$ cat src/rtl/ps2_pkg.sv
// ps2_pkg: shared constants and types for the PS/2 keyboard receiver.
//   FIFO_DEPTH_DEF / TIMEOUT_CYC_DEF : default parameter values
//   FRAME_BITS                       : start + 8 data + parity + stop
//   rx_state_e                       : receiver FSM state encoding
//   frame_ok()                       : odd-parity and stop-bit check
package ps2_pkg;

  localparam int FIFO_DEPTH_DEF  = 8;
  localparam int TIMEOUT_CYC_DEF = 20000;
  localparam int FRAME_BITS      = 11;

  // Bit counter value at which the stop bit is sampled.
  localparam logic [3:0] STOP_IDX = 4'(FRAME_BITS - 1);

  typedef enum logic {
    ST_IDLE = 1'b0,
    ST_RECV = 1'b1
  } rx_state_e;

  // dp = {parity, d7..d0}. A frame is good when the nine bits hold an odd
  // number of ones and the stop bit is high.
  function automatic logic frame_ok(input logic [8:0] dp, input logic stop);
    return (^dp) & stop;
  endfunction

endpackage

$ cat src/rtl/ps2_keyboard_if.sv
// ps2_keyboard_if: IO-bus side of the keyboard controller.
//   rdn       : active-low read strobe; a byte is consumed on its rising edge
//   data      : byte at the FIFO head, 8'h00 while nothing is buffered
//   ready     : at least one byte is buffered
//   overflow  : sticky, a good byte was lost because the buffer was full
//   frame_err : one-cycle pulse per rejected frame
// Handshake: data is valid whenever ready=1 and holds steady while rdn is
// low; the byte is retired on the low-to-high transition of rdn, and a
// strobe seen with ready=0 has no effect.
interface ps2_keyboard_if;
  logic       rdn;
  logic [7:0] data;
  logic       ready;
  logic       overflow;
  logic       frame_err;

  modport master (output rdn, input data, ready, overflow, frame_err);
  modport slave  (input rdn, output data, ready, overflow, frame_err);
endinterface

$ cat src/rtl/kbd_fifo.sv
// kbd_fifo: synchronous FIFO for received scan codes.
//   clk, clrn : clock, synchronous active-low reset
//   push/din  : write request and data (ignored when full unless popping)
//   pop/dout  : read request and head-of-queue data (ignored when empty)
//   empty/full: occupancy flags
module kbd_fifo #(
  parameter int DEPTH = 8,
  parameter int W     = 8
) (
  input  logic         clk,
  input  logic         clrn,
  input  logic         push,
  input  logic         pop,
  input  logic [W-1:0] din,
  output logic [W-1:0] dout,
  output logic         empty,
  output logic         full
);

  localparam int AW = $clog2(DEPTH);

  logic [W-1:0]  mem [DEPTH];
  logic [AW-1:0] wr_ptr;
  logic [AW-1:0] rd_ptr;
  logic [AW:0]   count;
  logic          wr_ok;
  logic          rd_ok;

  assign empty = (count == '0);
  assign full  = (count == (AW+1)'(DEPTH));

  // A write into a full FIFO is allowed when the head leaves in the same cycle.
  assign rd_ok = pop & ~empty;
  assign wr_ok = push & (~full | rd_ok);

  assign dout = mem[rd_ptr];

  always_ff @(posedge clk) begin
    if (clrn && wr_ok) begin
      mem[wr_ptr] <= din;
    end
  end

  // Pointers are exactly AW bits wide, so they wrap modulo DEPTH by overflow.
  always_ff @(posedge clk) begin
    if (!clrn) begin
      wr_ptr <= '0;
      rd_ptr <= '0;
      count  <= '0;
    end else begin
      if (wr_ok) wr_ptr <= wr_ptr + 1'b1;
      if (rd_ok) rd_ptr <= rd_ptr + 1'b1;
      case ({wr_ok, rd_ok})
        2'b10:   count <= count + 1'b1;
        2'b01:   count <= count - 1'b1;
        default: count <= count;
      endcase
    end
  end

endmodule

$ cat src/rtl/ps2_keyboard.sv
// ps2_keyboard: PS/2 keyboard receiver with a scan-code FIFO.
//   clk, clrn          : system clock, synchronous active-low reset
//   ps2_clk, ps2_data  : raw PS/2 lines, asynchronous to clk
//   bus (slave)        : rdn in; data, ready, overflow, frame_err out
//   rx_state           : receiver FSM state, for observation
module ps2_keyboard
  import ps2_pkg::*;
#(
  parameter int FIFO_DEPTH  = FIFO_DEPTH_DEF,
  parameter int TIMEOUT_CYC = TIMEOUT_CYC_DEF
) (
  input  logic            clk,
  input  logic            clrn,
  input  logic            ps2_clk,
  input  logic            ps2_data,
  ps2_keyboard_if.slave   bus,
  output rx_state_e       rx_state
);

  localparam int TW = $clog2(TIMEOUT_CYC + 1);

  // ---------------- input synchronizers ----------------
  // Bit 0 is the newest stage, bit 2 the oldest.
  logic [2:0] clk_sync;
  logic [2:0] dat_sync;
  logic       fall;
  logic       din;

  always_ff @(posedge clk) begin
    if (!clrn) begin
      clk_sync <= 3'b111;
      dat_sync <= 3'b111;
    end else begin
      clk_sync <= {clk_sync[1:0], ps2_clk};
      dat_sync <= {dat_sync[1:0], ps2_data};
    end
  end

  // Data is taken from the same stage as the newer half of the edge detector
  // so both lines see identical synchronizer delay.
  assign fall = clk_sync[2] & ~clk_sync[1];
  assign din  = dat_sync[1];

  // ---------------- receiver FSM ----------------
  rx_state_e     state;
  rx_state_e     state_nxt;
  logic [3:0]    bit_cnt;
  logic [8:0]    shift;
  logic [TW-1:0] idle_cnt;
  logic          frame_end;
  logic          frame_good;
  logic          timeout;
  logic          push;
  logic          reject;
  logic          frame_err_q;

  always_ff @(posedge clk) begin
    if (!clrn) state <= ST_IDLE;
    else       state <= state_nxt;
  end

  always_comb begin
    state_nxt = state;
    case (state)
      ST_IDLE: if (fall && !din)         state_nxt = ST_RECV;
      ST_RECV: if (frame_end || timeout) state_nxt = ST_IDLE;
      default:                           state_nxt = ST_IDLE;
    endcase
  end

  always_comb begin
    frame_end  = 1'b0;
    timeout    = 1'b0;
    frame_good = 1'b0;
    push       = 1'b0;
    reject     = 1'b0;
    if (state == ST_RECV) begin
      frame_end  = fall && (bit_cnt == STOP_IDX);
      // idle_cnt counts cycles since the last edge; this is the last allowed one.
      timeout    = !fall && (idle_cnt == TW'(TIMEOUT_CYC - 1));
      frame_good = frame_end && frame_ok(shift, din);
      push       = frame_good;
      reject     = (frame_end && !frame_good) || timeout;
    end
  end

  // Shift register fills from the top, so after nine edges shift[7:0] holds
  // d7..d0 in natural order and shift[8] holds the parity bit.
  always_ff @(posedge clk) begin
    if (!clrn) begin
      bit_cnt     <= '0;
      shift       <= '0;
      idle_cnt    <= '0;
      frame_err_q <= 1'b0;
    end else begin
      frame_err_q <= reject;
      case (state)
        ST_IDLE: begin
          idle_cnt <= '0;
          if (fall && !din) begin
            bit_cnt <= 4'd1;
            shift   <= '0;
          end
        end
        ST_RECV: begin
          if (frame_end || timeout) begin
            bit_cnt  <= '0;
            idle_cnt <= '0;
          end else if (fall) begin
            shift    <= {din, shift[8:1]};
            bit_cnt  <= bit_cnt + 4'd1;
            idle_cnt <= '0;
          end else begin
            idle_cnt <= idle_cnt + 1'b1;
          end
        end
        default: bit_cnt <= '0;
      endcase
    end
  end

  // ---------------- bus read side ----------------
  logic       rdn_d;
  logic       pop;
  logic       empty;
  logic       full;
  logic       overflow_q;
  logic [7:0] fifo_dout;

  always_ff @(posedge clk) begin
    if (!clrn) rdn_d <= 1'b1;
    else       rdn_d <= bus.rdn;
  end

  // Retire the head on the rising edge of rdn, so data is steady while low.
  assign pop = bus.rdn & ~rdn_d & ~empty;

  kbd_fifo #(
    .DEPTH (FIFO_DEPTH),
    .W     (8)
  ) u_fifo (
    .clk   (clk),
    .clrn  (clrn),
    .push  (push),
    .pop   (pop),
    .din   (shift[7:0]),
    .dout  (fifo_dout),
    .empty (empty),
    .full  (full)
  );

  // A pop in the same cycle makes room, so a byte is only lost when not popping.
  always_ff @(posedge clk) begin
    if (!clrn)             overflow_q <= 1'b0;
    else if (pop)          overflow_q <= 1'b0;
    else if (push && full) overflow_q <= 1'b1;
  end

  assign bus.data      = empty ? 8'h00 : fifo_dout;
  assign bus.ready     = ~empty;
  assign bus.overflow  = overflow_q;
  assign bus.frame_err = frame_err_q;
  assign rx_state      = state;

endmodule

$ cat src/flat_wrapper.sv
// flat-port wrapper written by rule: the top's interface ports become plain ports
module ps2_keyboard_flat import ps2_pkg::*;
#(
  parameter int FIFO_DEPTH  = FIFO_DEPTH_DEF,
  parameter int TIMEOUT_CYC = TIMEOUT_CYC_DEF
)
  (clk, clrn, ps2_clk, ps2_data, rx_state, bus_rdn, bus_data, bus_ready, bus_overflow, bus_frame_err);
  ps2_keyboard_if bus_i ();
  input  logic clk;
  input  logic clrn;
  input  logic ps2_clk;
  input  logic ps2_data;
  output rx_state_e rx_state;
  input wire logic [$bits(bus_i.rdn)-1:0] bus_rdn;
  output wire logic [$bits(bus_i.data)-1:0] bus_data;
  output wire logic [$bits(bus_i.ready)-1:0] bus_ready;
  output wire logic [$bits(bus_i.overflow)-1:0] bus_overflow;
  output wire logic [$bits(bus_i.frame_err)-1:0] bus_frame_err;
  assign bus_i.rdn = bus_rdn;
  assign bus_data = bus_i.data;
  assign bus_ready = bus_i.ready;
  assign bus_overflow = bus_i.overflow;
  assign bus_frame_err = bus_i.frame_err;
  ps2_keyboard #(.FIFO_DEPTH(FIFO_DEPTH), .TIMEOUT_CYC(TIMEOUT_CYC)) u_core (.clk(clk), .clrn(clrn), .ps2_clk(ps2_clk), .ps2_data(ps2_data), .bus(bus_i), .rx_state(rx_state));
endmodule
$ cat config.mk
export PLATFORM = sky130hd
export DESIGN_NAME = ps2_keyboard_flat
export DESIGN_NICKNAME = d
export VERILOG_FILES = /design/src/rtl/ps2_pkg.sv /design/src/rtl/ps2_keyboard_if.sv /design/src/rtl/kbd_fifo.sv /design/src/rtl/ps2_keyboard.sv /design/src/flat_wrapper.sv
export SDC_FILE = /design/constraint.sdc
export NUM_CORES = 1
export LEC_CHECK = 0
export BUFFER_PORTS_ARGS = -buffer_cell sky130_fd_sc_hd__buf_4
export CAP_MARGIN = 20
export CORE_MARGIN = 5
export CORE_UTILIZATION = 55
export CTS_CLUSTER_SIZE = 10
export DETAILED_ROUTE_END_ITERATION = 10
export PLACE_DENSITY = 0.75
export SLEW_MARGIN = 10
export SYNTH_ARGS = -nofsm -noshare
export SYNTH_HDL_FRONTEND = slang
export SYNTH_HIERARCHICAL = 1
export SYNTH_SLANG_ARGS = --single-unit
$ cat constraint.sdc
create_clock -name clk -period 3.86 [get_ports clk]
set_clock_uncertainty 0.15 [all_clocks]
set_input_delay 0.193 -clock clk [delete_from_list [all_inputs] [get_ports clk]]
set_output_delay 0.193 -clock clk [all_outputs]
set_load 0.01 [all_outputs]
# Yosys cells after proc, flatten, opt, wreduce, memory -nomap -nowiden
# Memory sizes are Yosys's and may differ from the RTL's. A register that Yosys moved wholly into a read port is not among the register bits.
# Index checks and enable logic that the tools add are counted.
# totals
in_bits	5
reg_bits	47
memories	1
rom_bits	0
out_inout_bits	12
elab_cells	83
ramBits	64
latch_bits	0
# op_classes
n_mux	23
div_mod_pow	0
order_cmp	0
n_bitwise	13
n_mul	0
n_shift	0
eq_ne	9
n_reduce_logical	19
add_sub_neg	6
# memory_table
name	depth	width	read_ports	rd_ports_with_merged_regs	wr	line_no	source
u_core.u_fifo.mem	8	8	1	1	1	kbd_fifo.sv:22	logic [W-1:0] mem [DEPTH];
# ops
operator	count
2-to-1 mux 15 bit	2
case mux 15 bit (2 select lines)	1
2-to-1 mux 9 bit	3
case mux 9 bit (2 select lines)	1
case mux 4 bit (2 select lines)	2
adder 15 x 1 -> 15 bit (second input constant)	1
equality test 15 bit (second input constant)	1
2-to-1 mux 4 bit	3
parity 9 bit	1
adder 4 x 1 -> 4 bit (second input constant)	2
equality test 4 bit (second input constant)	2
2-to-1 mux 8 bit	1
logical AND 1 bit	7
2-to-1 mux 1 bit	7
adder 3 x 1 -> 3 bit (second input constant)	2
AND 1 bit	6
2-to-1 mux 3 bit	2
NOT 1 bit	6
zero test 4 bit	1
!= test 2 x 1 -> 1 bit (second input constant)	2
AND reduction 2 bit	2
subtractor 4 x 1 -> 4 bit (second input constant)	1
zero test 1 bit	3
!= test 3 x 2 -> 1 bit (second input constant)	1
other kinds (9)	10

# Longest topological paths before layout
# Gate-level depths: netlist of the first run.
# logic_depth
word_depth	9
depth_mapped	15
ltp_nobuf	14

# Hierarchy
# Netlist of the first run, hierarchy kept.
# modules_own_cells
module	instances	area_each_um2	seq_area_each_um2	cells_each
kbd_fifo	1	3210.6	2182.1	177
ps2_keyboard	1	1726.7	740.7	192

# Worst setup path before layout of the first run
# OpenSTA, ideal clock, no wires.
# synth_timing
path_type	reg2reg
start	register u_core.u_fifo.count[0]
end	memory u_core.u_fifo.mem[1][0] (enable)
path_buffers	1
arrival_ps	2653
setup_ps	395
slack_ps	663
t_required_ps	3315
synth_period_minus_slack_ps	3197
stages_incl_launch_ff	8
cell_sequence	dfxtp_1 or3_1 buf_6 nor2_1 nor3b_1 nand2b_1 o21ai_4 nor4_1
# synth_via
elab_chain_cells	9
elab_cells_between_ends	11
classes_between	eq/ne (1); mux (2); bitwise (6); reduce/logical (2)
# synth_lines
element	line_no	source
start, declared	kbd_fifo.sv:25	logic [AW:0] count;
start signal, assigned	kbd_fifo.sv:54	2'b10: count <= count + 1'b1;
start signal, assigned	kbd_fifo.sv:55	2'b01: count <= count - 1'b1;
start signal, assigned	kbd_fifo.sv:56	default: count <= count;
zero test 4 bit	kbd_fifo.sv:29	assign empty = (count == '0);
named net u_core.empty	ps2_keyboard.sv:125	logic empty;
NOT 1 bit	ps2_keyboard.sv:136	assign pop = bus.rdn & ~rdn_d & ~empty;
AND 1 bit	ps2_keyboard.sv:136	
named net u_core.pop	ps2_keyboard.sv:124	logic pop;
AND 1 bit	kbd_fifo.sv:33	assign rd_ok = pop & ~empty;
OR 1 bit	kbd_fifo.sv:34	assign wr_ok = push & (~full | rd_ok);
AND 1 bit	kbd_fifo.sv:34	
logical AND 1 bit	kbd_fifo.sv:39	if (clrn && wr_ok) begin
2-to-1 mux 1 bit	kbd_fifo.sv:39	
2-to-1 mux 1 bit (not written as such)	kbd_fifo.sv:40	mem[wr_ptr] <= din;
end, declared	kbd_fifo.sv:22	
# The timed path passes the listed nets, and every way through them passes these cells.

# Worst setup path after layout of the first run
# layout_timing
start	register u_core.shift[4]
end	register u_core.u_fifo.count[3]
# layout_via
elab_chain_cells	7
elab_cells_between_ends	9
classes_between	eq/ne (2); mux (2); bitwise (2); reduce/logical (3)
# layout_lines
element	line_no	source
start, declared	ps2_keyboard.sv:48	logic [8:0] shift;
start signal, assigned	ps2_keyboard.sv:110	shift <= {din, shift[8:1]};
parity 9 bit *	ps2_pkg.sv:23	return (^dp) & stop;
AND 1 bit *	ps2_pkg.sv:23	
logical AND 1 bit *	ps2_keyboard.sv:81	frame_good = frame_end && frame_ok(shift, din);
2-to-1 mux 1 bit *	ps2_keyboard.sv:77	if (state == ST_RECV) begin
named net u_core.push	ps2_keyboard.sv:53	logic push;
AND 1 bit *	kbd_fifo.sv:34	
equality test 2 x 1 -> 1 bit / equality test 2 bit (equally long branches)	kbd_fifo.sv:53	case ({wr_ok, rd_ok})
case mux 4 bit (2 select lines) / nonzero test 2 bit (equally long branches)	--	
# The timed path passes the listed nets; every way through them passes the cells marked *.
# A chain may end at the register's enable or synchronous reset.

==> reports/summary.txt, run 1 <==
Status = completed
Slew margin rel. = 36.5%
Drt pass-1 iters = 5
Fin crit share = 88.4%
GP Congestion = 0.759
RSZ-0062 raised after global routing = false
Number of flops mapped to enable cells by yosys = 64
Die Span X = 105 um
Dpl hpwl = 5560 um
CP cell instances = xor2_1 -> xnor3_1 -> xnor2_1 -> and3_1 -> inv_1 -> nand2b_1 -> inv_1 -> ha_1 -> nand3_1 -> a211o_1 -> a32o_1 -> o21a_1
Worst Setup End Kind = flop
Cell count after synthesis = 369
CTS root buffer = clkbuf_8
Clock sink count = 114
Final Slew Violations = 0
Worst R2R End = u_core/u_fifo/count[3]
Worst setup endpoint = u_core/u_fifo/count[3]
Final setup margin = 447 ps
Crit-path leading delay family = XOR/XNOR gates
P&R area growth vs syn = 18.3%
Die Span Y = 105 um
Gr ovfl total = 0
Largest family of logic cells by synthesized area = simple AND/OR/NAND/NOR gates
Placeable Area = 8720 um2
Fmax = 293 MHz
Initial antenna violation count = 0
Share of cells above drive strength 1 = 17.8%
Pleak = 2.06 nW
Critical path type = flop to flop
CTS tree = done
Worst IR drop on VDD = 0.296 mV
Max_cap viols = 0
Shortest period the worst path allows = 3410 ps
Cell variety after synth = 58
Num rows = 34
Proportion of synthesized area in mux cells = 10.4%
Commonest non-fill, non-tap cell in the layout = edfxtp_1
Top FF cell, synth = edfxtp_1
Arrival @ worst endpoint = 3660 ps
Hold Worst Slack = 253 ps
Simple-Gate Fraction of Synth Area = 14.0%
Vias/cell = 5.66
Max Root-Sink Buffers = 2
Netlist Area Pre-Place = 4940 um2
CP Buf/Inv Count = 2
Fin nets = 422
Largest net degree at the start of global routing = 30
Clock slew at reported path FFs = 50 ps
Starting DRT DRC Count = 132
Fin. Hold Viols = 0
Worst Setup SP = u_core/shift[4]
Worst Max-Slew Pin Slew = 951 ps
# resized after CTS = 0
Complex-gate fraction of the synthesized area = 6.56%
Register bit total from synthesis = 114
First-pass GRT wire length = 15,300 um
Routed via count = 3,002
ANT cells = 0
Xor and xnor area share after synthesis = 5.25%
R2R depth = 12
Worst reg2reg path startpoint = u_core/shift[4]
Vias in the first global route = 3,008
Syn_area_per_cell = 13.4 um2
Flop2flop setup slack = 450 ps
Crit-path slowest cell = dfxtp_1
H-tree levels = 4
CP most frequent cell = inv_1
CP required = 4110 ps
Sequential share of the synthesized area = 59.2%
I/O Buffers = 16
# IOs = 17
Initial core utilization = 56.6%
Crit path max fanout = 11
GRT Total Usage = 18.0%
Most frequent cells in the layout = 64 x edfxtp_1, 50 x dfxtp_1, 35 x nor2_1
Fin util = 67.0%
Placement Setup Slack = 583 ps
Die footprint = 11,000 um2
DRC = 0
Worst Setup Start Kind = flop
Syn nets = 382
P per Cell Area = 480 nW/um2
Drt total wl = 9150 um
Setup violators final = 0
Final antenna-violating net count = 0
Clock Latency Late Sink = 510 ps
Setup_tns = 0 ps
Max stage delay on crit path = 570 ps
YS warnings = 6
Clock buffer count from CTS = 17
Hold crit path type = flop to flop
Adder-Cell Fraction of Synth Area = 2.18%
Drt wl/cell = 17.3 um
WP depth = 12
Async SR Flop Fraction = 0%
-- timing repair --
action | in CTS | in global routing
endpoints found under the hold margin | 24 | 0
setup buffers | 0 | 0
hold buffers | 7 | 0
-- metal layers --
layer  part of all wire [%]  up-vias  track usage (%)
met3                    3.7       10             5.30
li1                       -     1465                -
met5                      0        -                0
met2                     49       51             28.5
met4                    1.4        0             6.85
met1                     46     1476             23.5
-- synth_stat cells, types with 3 or more instances --
| library cell | n | area, um2 |
|---|---|---|
| mux4_1 | 11 | 289 |
| nor2_1 | 35 | 131 |
| nor3_1 | 8 | 40.0 |
| mux2_2 | 8 | 90.1 |
| clkbuf_1 | 5 | 18.8 |
| o21ai_0 | 10 | 50.1 |
| inv_1 | 8 | 30.0 |
| dfxtp_1 | 50 | 1000 |
| xnor2_1 | 16 | 140 |
| a21oi_1 | 6 | 30.0 |
| nand2_1 | 8 | 30.0 |
| nor2b_1 | 9 | 56.3 |
| and3_1 | 8 | 50.1 |
| buf_2 | 4 | 20.0 |
| or3_1 | 3 | 18.8 |
| nand3_1 | 17 | 85.1 |
| nand2b_1 | 17 | 106 |
| nand4_1 | 4 | 25.0 |
| xor2_1 | 11 | 96.3 |
| o211ai_1 | 3 | 22.5 |
| ha_1 | 7 | 87.6 |
| edfxtp_1 | 64 | 1920 |
| a21boi_0 | 11 | 82.6 |
| mux4_2 | 5 | 113 |
-- layout make-up --
type | count | area (um2)
flip-flops and latches | 114 | 2920
fillers | 609 | 2880
multi-input cells | 232 | 1890
clock buffers | 21 | 439
repair buffers | 35 | 280
clock inverters | 11 | 136
well taps | 108 | 135
inverters | 9 | 33.8
-- state kept, by name, summed over array words and instances (netlist names), named ones only --
name                  flops
u_core/dat_sync           2
u_core/clk_sync           3
u_core/u_fifo/mem        64
u_core/idle_cnt          15
u_core/bus.overflow       1
u_core/bit_cnt            4
u_core/rdn_d              1
u_core/shift              9
u_core/u_fifo/rd_ptr      3
u_core/u_fifo/count       4
u_core/rx_state           1
u_core/bus.frame_err      1
u_core/u_fifo/wr_ptr      3
-- through the flow --
step / area, um2 / instances / power, W
2_1_floorplan: 4940 / 369 / 0.00131
3_3_place_gp: 5190 / 491 / 0.00132
3_5_place_dp: 5190 / 491 / 0.00132
4_1_cts: 5840 / 530 / 0.00283
5_1_grt: 5840 / 530 / 0.00290
6_report: 5840 / 530 / 0.00280
-- worst min path at each step --
stage                         endpoint               start  cells after the start
global route        u_core/dat_sync[1]  u_core/dat_sync[0]                      1
floorplan           u_core/dat_sync[0]                clrn                      1
detailed placement  u_core/dat_sync[0]            ps2_data                      2
finish              u_core/dat_sync[1]  u_core/dat_sync[0]                      1
global placement    u_core/dat_sync[0]            ps2_data                      2
CTS                 u_core/dat_sync[1]  u_core/dat_sync[0]                      1
-- cell families after synthesis --
logic type	count (synthesis)
flip-flops	114
AO/OA/AOI/OAI	44
adder cells (fa/ha/maj)	8
XOR/XNOR	28
multiplexers	26
AND/OR/NAND/NOR	126
buffers and inverters	23
-- where the power goes --
group	leakage, nW	switching (W)	internal, W
registers	0.997	0.00000215	0.00127
logic	0.785	0.0000119	0.0000126
clock network	0.275	0.000514	0.000991
total	2.06	0.000528	0.00228
Power figures use the tool's default switching activity.
==> run 2, diff against run 1 <==
--- a/config.mk
+++ b/config.mk
@@ -5,6 +5,7 @@
 export SDC_FILE = /design/constraint.sdc
 export NUM_CORES = 1
 export LEC_CHECK = 0
+export ABC_AREA = 1
 export BUFFER_PORTS_ARGS = -buffer_cell sky130_fd_sc_hd__buf_4
 export CAP_MARGIN = 20
 export CORE_MARGIN = 5
==> reports/summary.txt, run 2 <==
Status = completed (unchanged)
GP Congestion = 0.792 (was 0.759)
Cell variety after synth = 42 (was 58)
Drt wl/cell = 14.6 um (was 17.3 um)
Largest net degree at the start of global routing = 34 (was 30)
CP most frequent cell = nand2_1 (was inv_1)
Die Span X = 106 um (was 105 um)
YS warnings = 6 (unchanged)
Clock slew at reported path FFs = 60 ps (was 50 ps)
First-pass GRT wire length = 16,800 um (was 15,300 um)
Clock Latency Late Sink = 500 ps (was 510 ps)
Clock buffer count from CTS = 17 (unchanged)
Worst IR drop on VDD = 0.272 mV (was 0.296 mV)
Die Span Y = 106 um (was 105 um)
CP cell instances = inv_1 -> nand2_1 -> nand2_1 -> nand2_1 -> nand3_1 -> nand3_1 -> nand2_1 -> nor4_1 -> buf_4 -> inv_1 -> nand3_2 -> inv_1 -> ha_1 -> a21oi_1 -> nand3_1 -> nand2_2 -> nand3_1 -> nand2_1 -> nor2_1 (was xor2_1 -> xnor3_1 -> xnor2_1 -> and3_1 -> inv_1 -> nand2b_1 -> inv_1 -> ha_1 -> nand3_1 -> a211o_1 -> a32o_1 -> o21a_1)
Slew margin rel. = 35.9% (was 36.5%)
Clock sink count = 114 (unchanged)
Flop2flop setup slack = 810 ps (was 450 ps)
Complex-gate fraction of the synthesized area = 8.21% (was 6.56%)
P per Cell Area = 457 nW/um2 (was 480 nW/um2)
FF+latch area = 2920 um2 (unchanged)
Fin crit share = 78.9% (was 88.4%)
Drt total wl = 9830 um (was 9150 um)
Placement Setup Slack = 830 ps (was 583 ps)
# IOs = 17 (unchanged)
Most frequent cells in the layout = 86 x nand2_1, 64 x edfxtp_1, 56 x nor2_1 (was 64 x edfxtp_1, 50 x dfxtp_1, 35 x nor2_1)
DRC = 0 (unchanged)
Xor and xnor area share after synthesis = 1.21% (was 5.25%)
Pleak = 2.25 nW (was 2.06 nW)
Multi-input gate area = 1820 um2 (was 1890 um2)
Sequential share of the synthesized area = 57.6% (was 59.2%)
Worst reg2reg path startpoint = u_core/shift[7] (was u_core/shift[4])
Post-synth top cells = 86 x nand2_1, 64 x edfxtp_1, 56 x nor2_1 (was 64 x edfxtp_1, 50 x dfxtp_1, 35 x nor2_1)
Register bit total from synthesis = 114 (unchanged)
I/O Buffers = 16 (unchanged)
Num rows = 35 (was 34)
Final setup margin = 813 ps (was 447 ps)
Most common cell in the synthesized netlist = nand2_1 (was edfxtp_1)
Async SR Flop Fraction = 0% (unchanged)
Arrival @ worst endpoint = 3290 ps (was 3660 ps)
Worst Max-Slew Pin Slew = 960 ps (was 951 ps)
Max stage delay on crit path = 630 ps (was 570 ps)
Hold Buf Count CTS = 5 (was 7)
R2R depth = 19 (was 12)
Largest Register = u_core/u_fifo/mem (unchanged)
Top FF cell, synth = edfxtp_1 (unchanged)
CTS tree = done (unchanged)
Worst R2R End = u_core/u_fifo/count[3] (unchanged)
P&R area growth vs syn = 16.3% (was 18.3%)
Routed via count = 3,561 (was 3,002)
Crit-path slowest cell = dfxtp_1 (unchanged)
Crit-path leading delay family = simple AND/OR/NAND/NOR gates (was XOR/XNOR gates)
# resized after CTS = 0 (unchanged)
Area contributors post-synth = edfxtp_1 38%, dfxtp_1 20%, nand2_1 6.4% (was edfxtp_1 39%, dfxtp_1 20%, mux4_1 5.9%)
Simple-Gate Fraction of Synth Area = 21.2% (was 14.0%)
GRT Total Usage = 19.0% (was 18.0%)
Worst Setup SP = u_core/shift[7] (was u_core/shift[4])
Dpl hpwl = 6480 um (was 5560 um)
Final antenna-violating net count = 0 (unchanged)
Share of cells above drive strength 1 = 17.7% (was 17.8%)
Shortest period the worst path allows = 3050 ps (was 3410 ps)
Worst Setup Start Kind = flop (unchanged)
Fin. Hold Viols = 0 (unchanged)
ANT cells = 0 (unchanged)
WP depth = 19 (was 12)
Commonest non-fill, non-tap cell in the layout = nand2_1 (was edfxtp_1)
Placeable Area = 9110 um2 (was 8720 um2)
Cell count after synthesis = 516 (was 369)
Largest family of logic cells by synthesized area = simple AND/OR/NAND/NOR gates (unchanged)
Setup_tns = 0 ps (unchanged)
Proportion of synthesized area in mux cells = 3.16% (was 10.4%)
Number of flops mapped to enable cells by yosys = 64 (unchanged)
CP Buf/Inv Count = 4 (was 2)
Drt pass-1 iters = 4 (was 5)
Hold crit path type = flop to flop (unchanged)
RSZ-0062 raised after global routing = false (unchanged)
Worst Setup End Kind = flop (unchanged)
Netlist Area Pre-Place = 5070 um2 (was 4940 um2)
Gr ovfl total = 0 (unchanged)
Crit path max fanout = 13 (was 11)
Final Slew Violations = 0 (unchanged)
Fin nets = 564 (was 422)
Fillers = 716 (was 609)
Adder-Cell Fraction of Synth Area = 2.12% (was 2.18%)
Max_cap viols = 0 (unchanged)
Syn nets = 529 (was 382)
CP required = 4100 ps (was 4110 ps)
Initial antenna violation count = 0 (unchanged)
H-tree levels = 4 (unchanged)
Setup violators final = 0 (unchanged)
Vias/cell = 5.28 (was 5.66)
Fmax = 328 MHz (was 293 MHz)
Worst setup endpoint = u_core/u_fifo/count[3] (unchanged)
Critical path type = flop to flop (unchanged)
Cell taking the most area after synthesis = edfxtp_1 (unchanged)
Top Registers = u_core/u_fifo/mem (64), u_core/idle_cnt (15), u_core/shift (9) (unchanged)
Post-synth top area share = 37.9% (was 38.9%)
Die footprint = 11,200 um2 (was 11,000 um2)
Number of setup buffers added after CTS = 0 (unchanged)
Vias in the first global route = 3,540 (was 3,008)
Largest register FFs = 64 (unchanged)
Starting DRT DRC Count = 211 (was 132)
Initial core utilization = 55.7% (was 56.6%)
Syn_area_per_cell = 9.83 um2 (was 13.4 um2)
CTS root buffer = clkbuf_8 (unchanged)
Max Root-Sink Buffers = 2 (unchanged)
-- run 2: cell types whose count changed after synthesis, sizes merged, moves of 9 or more --
cell	change
nand2	+89
inv	+50
nor2	+26
a21oi	+20
o21ai	+20
nand2b	-17
mux4	-16
nand3	+16
o22ai	+16
xnor2	-15
mux2i	+14
a21boi	-11
nor2b	-9
-- run 2: cells by family (layout without fill, tap and decap cells) --
kind of cell | after synthesis | in the layout
xor+xnor | 7 | 7
mux | 16 | 16
flops | 114 | 114
compound gates | 75 | 75
simple gates | 222 | 222
buf+inv | 74 | 122
fa+ha+maj | 8 | 8
-- run 2: worst min path at each step --
stage                                    end  slack, ps  cells after the start               start
after floorplan                 u_core/rdn_d        110                      1                clrn
after global placement    u_core/dat_sync[0]        230                      2            ps2_data
after detailed placement  u_core/clk_sync[0]        240                      2             ps2_clk
after CTS                 u_core/clk_sync[0]        240                      3             ps2_clk
after global routing      u_core/dat_sync[0]        280                      3            ps2_data
final                     u_core/clk_sync[1]        270                      1  u_core/clk_sync[0]
-- run 2: metal layers --
metal / vias up / track usage [%] / wire [um]
met3: 14 / 5.04 / 471
li1: 1807 / - / -
met4: 0 / 8.60 / 145
met2: 68 / 30.6 / 4870
met1: 1672 / 24.0 / 4340
met5: - / 0 / 0
-- run 2: power breakdown --
group	leakage, nW	switching, W	internal [W]
Clock	0.263	0.000537	0.000860
Sequential	0.997	0.00000230	0.00127
Combinational	0.988	0.0000136	0.0000106
Total	2.25	0.000553	0.00214
-- run 2: cell type report --
class / count / share of cell area, %
inverter: 59 / 3.82
clock inverter: 11 / 1.27
timing repair buffer: 31 / 4.16
sequential: 114 / 49.5
clock buffer: 21 / 7.97
multi-input combinational: 328 / 30.9
tap: 111 / 2.35
-- run 2: per-stage QoR --
stage | power (W) | cells | instance area, um2 | hold slack [ps] | utilization [%]
2_1_floorplan | 0.00131 | 516 | 5070 | 112 | -
3_3_place_gp | 0.00132 | 638 | 5310 | 230 | 58.2
3_5_place_dp | 0.00132 | 638 | 5310 | 241 | 58.2
4_1_cts | 0.00273 | 675 | 5900 | 245 | 64.8
5_1_grt | 0.00279 | 675 | 5900 | 278 | 64.8
6_report | 0.00270 | 675 | 5900 | 268 | 64.8
==> run 3, diff against run 2 <==
==> constraint.sdc (replaced) <==
create_clock -name clk -period 3.17 [get_ports clk]
set_clock_uncertainty 0.15 [all_clocks]
set_input_delay 0.1585 -clock clk [delete_from_list [all_inputs] [get_ports clk]]
set_output_delay 0.1585 -clock clk [all_outputs]
set_load 0.01 [all_outputs]
==> reports/summary.txt, run 3 (synthesis gave the netlist of run 2 again) <==
Status = completed (unchanged)
Initial core utilization = 55.7% (unchanged)
Die footprint = 11,200 um2 (unchanged)
Final Slew Violations = 0 (unchanged)
Most frequent cells in the layout = 86 x nand2_1, 64 x edfxtp_1, 56 x nor2_1 (unchanged)
Fin crit share = 90.8% (was 78.9%)
Max_cap viols = 0 (unchanged)
Num rows = 35 (unchanged)
Top Registers = u_core/u_fifo/mem (64), u_core/idle_cnt (15), u_core/shift (9) (unchanged)
Drt total wl = 9790 um (was 9830 um)
Hold path depth = 3 (was 1)
Worst IR drop on VDD = 0.336 mV (was 0.272 mV)
Clock slew at reported path FFs = 60 ps (about the same)
Largest Register = u_core/u_fifo/mem (unchanged)
Fin. Hold Viols = 0 (unchanged)
Final std cells w/o fill = 682 (was 675)
ANT cells = 0 (unchanged)
P per Cell Area = 563 nW/um2 (was 457 nW/um2)
Final antenna-violating net count = 0 (unchanged)
Hold crit path type = input port to flop (was flop to flop)
Finished Cell Area = 5980 um2 (was 5900 um2)
Placeable Area = 9110 um2 (unchanged)
Clock Latency Late Sink = 500 ps (about the same)
Die Span X = 106 um (unchanged)
I/O Buffers = 16 (unchanged)
GP Congestion = 0.796 (was 0.792)
Pleak = 2.29 nW (was 2.25 nW)
Drt wl/cell = 14.4 um (was 14.6 um)
Vias in the first global route = 3,523 (was 3,540)
# IOs = 17 (unchanged)
P&R area growth vs syn = 17.9% (was 16.3%)
Inst Count DP = 645 (was 638)
Setup violators final = 0 (unchanged)
Slew margin rel. = 57.9% (was 35.9%)
Critical path type = flop to flop (unchanged)
Fin nets = 571 (was 564)
Clock sink count = 114 (unchanged)
RSZ-0062 raised after global routing = false (unchanged)
Total power = 0.00337 W (was 0.00270 W)
Drt pass-1 iters = 7 (was 4)
Routed via count = 3,641 (was 3,561)
CTS root buffer = clkbuf_8 (unchanged)
Largest net degree at the start of global routing = 34 (unchanged)
Max stage delay on crit path = 580 ps (was 630 ps)
Commonest non-fill, non-tap cell in the layout = nand2_1 (unchanged)
Die Span Y = 106 um (unchanged)
Share of cells above drive strength 1 = 18.6% (was 17.7%)
H-tree levels = 4 (unchanged)
CP cell instances = nor2_2 -> nand2_4 -> inv_1 -> nor3_1 -> nand3_2 -> inv_1 -> ha_1 -> a21oi_1 -> nand3_1 -> nand2_2 -> nand3_1 -> nand2_1 -> nor2_1 (was inv_1 -> nand2_1 -> nand2_1 -> nand2_1 -> nand3_1 -> nand3_1 -> nand2_1 -> nor4_1 -> buf_4 -> inv_1 -> nand3_2 -> inv_1 -> ha_1 -> a21oi_1 -> nand3_1 -> nand2_2 -> nand3_1 -> nand2_1 -> nor2_1)
Setup_tns = 0 ps (unchanged)
Gr ovfl total = 0 (unchanged)
Worst Setup Start Kind = flop (unchanged)
CTS tree = done (unchanged)
Crit-path slowest cell = nor3_1 (was dfxtp_1)
R2R depth = 13 (was 19)
Clock buffer count from CTS = 17 (unchanged)
DRC = 0 (unchanged)
Largest register FFs = 64 (unchanged)
Arrival @ worst endpoint = 3120 ps (was 3290 ps)
Worst Setup End Kind = flop (unchanged)
Vias/cell = 5.34 (was 5.28)
Dpl hpwl = 6420 um (was 6480 um)
Shortest period the worst path allows = 2880 ps (was 3050 ps)
Worst Max-Slew Pin Slew = 630 ps (was 960 ps)
Starting DRT DRC Count = 211 (unchanged)
Fmax = 347 MHz (was 328 MHz)
GRT Total Usage = 18.7% (was 19.0%)
Crit path max fanout = 10 (was 13)
Initial antenna violation count = 0 (unchanged)
First-pass GRT wire length = 16,500 um (was 16,800 um)
Max Root-Sink Buffers = 2 (unchanged)
CP required = 3410 ps (was 4100 ps)
DP Area = 5360 um2 (was 5310 um2)
run 3: cell type report:
class / count / area, um2
Tap cell: 111 / 139
Sequential cell: 114 / 2920
Fill cell: 718 / 3130
Clock buffer: 20 / 435
Timing Repair Buffer: 38 / 298
Clock inverter: 12 / 135
Multi-Input combinational cell: 328 / 1820
Inverter: 59 / 225
run 3: power by group:
group / internal, W / switching (W)
Clock: 0.00114 / 0.000646
Sequential: 0.00155 / 0.00000223
Combinational: 0.0000131 / 0.0000171
run 3: path summary, 6_finish.rpt:
check,start,to,slack (ps)
worst max-delay path,u_core/u_fifo/count[3],u_core/u_fifo/count[3],290
worst max register to register,u_core/u_fifo/count[3],u_core/u_fifo/count[3],290
worst min-delay path,ps2_data,u_core/dat_sync[0],230
worst min register to register,u_core/clk_sync[0],u_core/clk_sync[1],260
run 3: metrics by stage:
stage	hold slack, ps	util (%)	worst slack [ps]
floorplan	77.2	-	192
global placement	196	58.8	465
detailed placement	198	58.8	329
CTS	208	65.6	324
global route	219	65.6	5.23
finish	228	65.6	291
run 3: worst max-delay path: cells and delay by family, from the launching register on:
kind / cells / cell delay [ps]
compound gates: 1 / 230
buf+inv: 2 / 310
simple gates: 9 / 1390
fa+ha+maj: 1 / 270
flops: 1 / 430
run 3: what timing repair did:
item	4_1_cts	5_1_grt
hold endpoints to repair	21	0
hold buffers	5	0
gates resized for setup	0	0
buffers inserted	0	0
run 3: metal layers:
layer | GRT usage [%] | vias to the layer above | share of wire [%]
met5 | 0 | - | 0
met4 | 6.57 | 0 | 1.2
met3 | 5.22 | 14 | 5.1
met2 | 31.1 | 96 | 50
met1 | 23.3 | 1697 | 44
li1 | - | 1834 | -
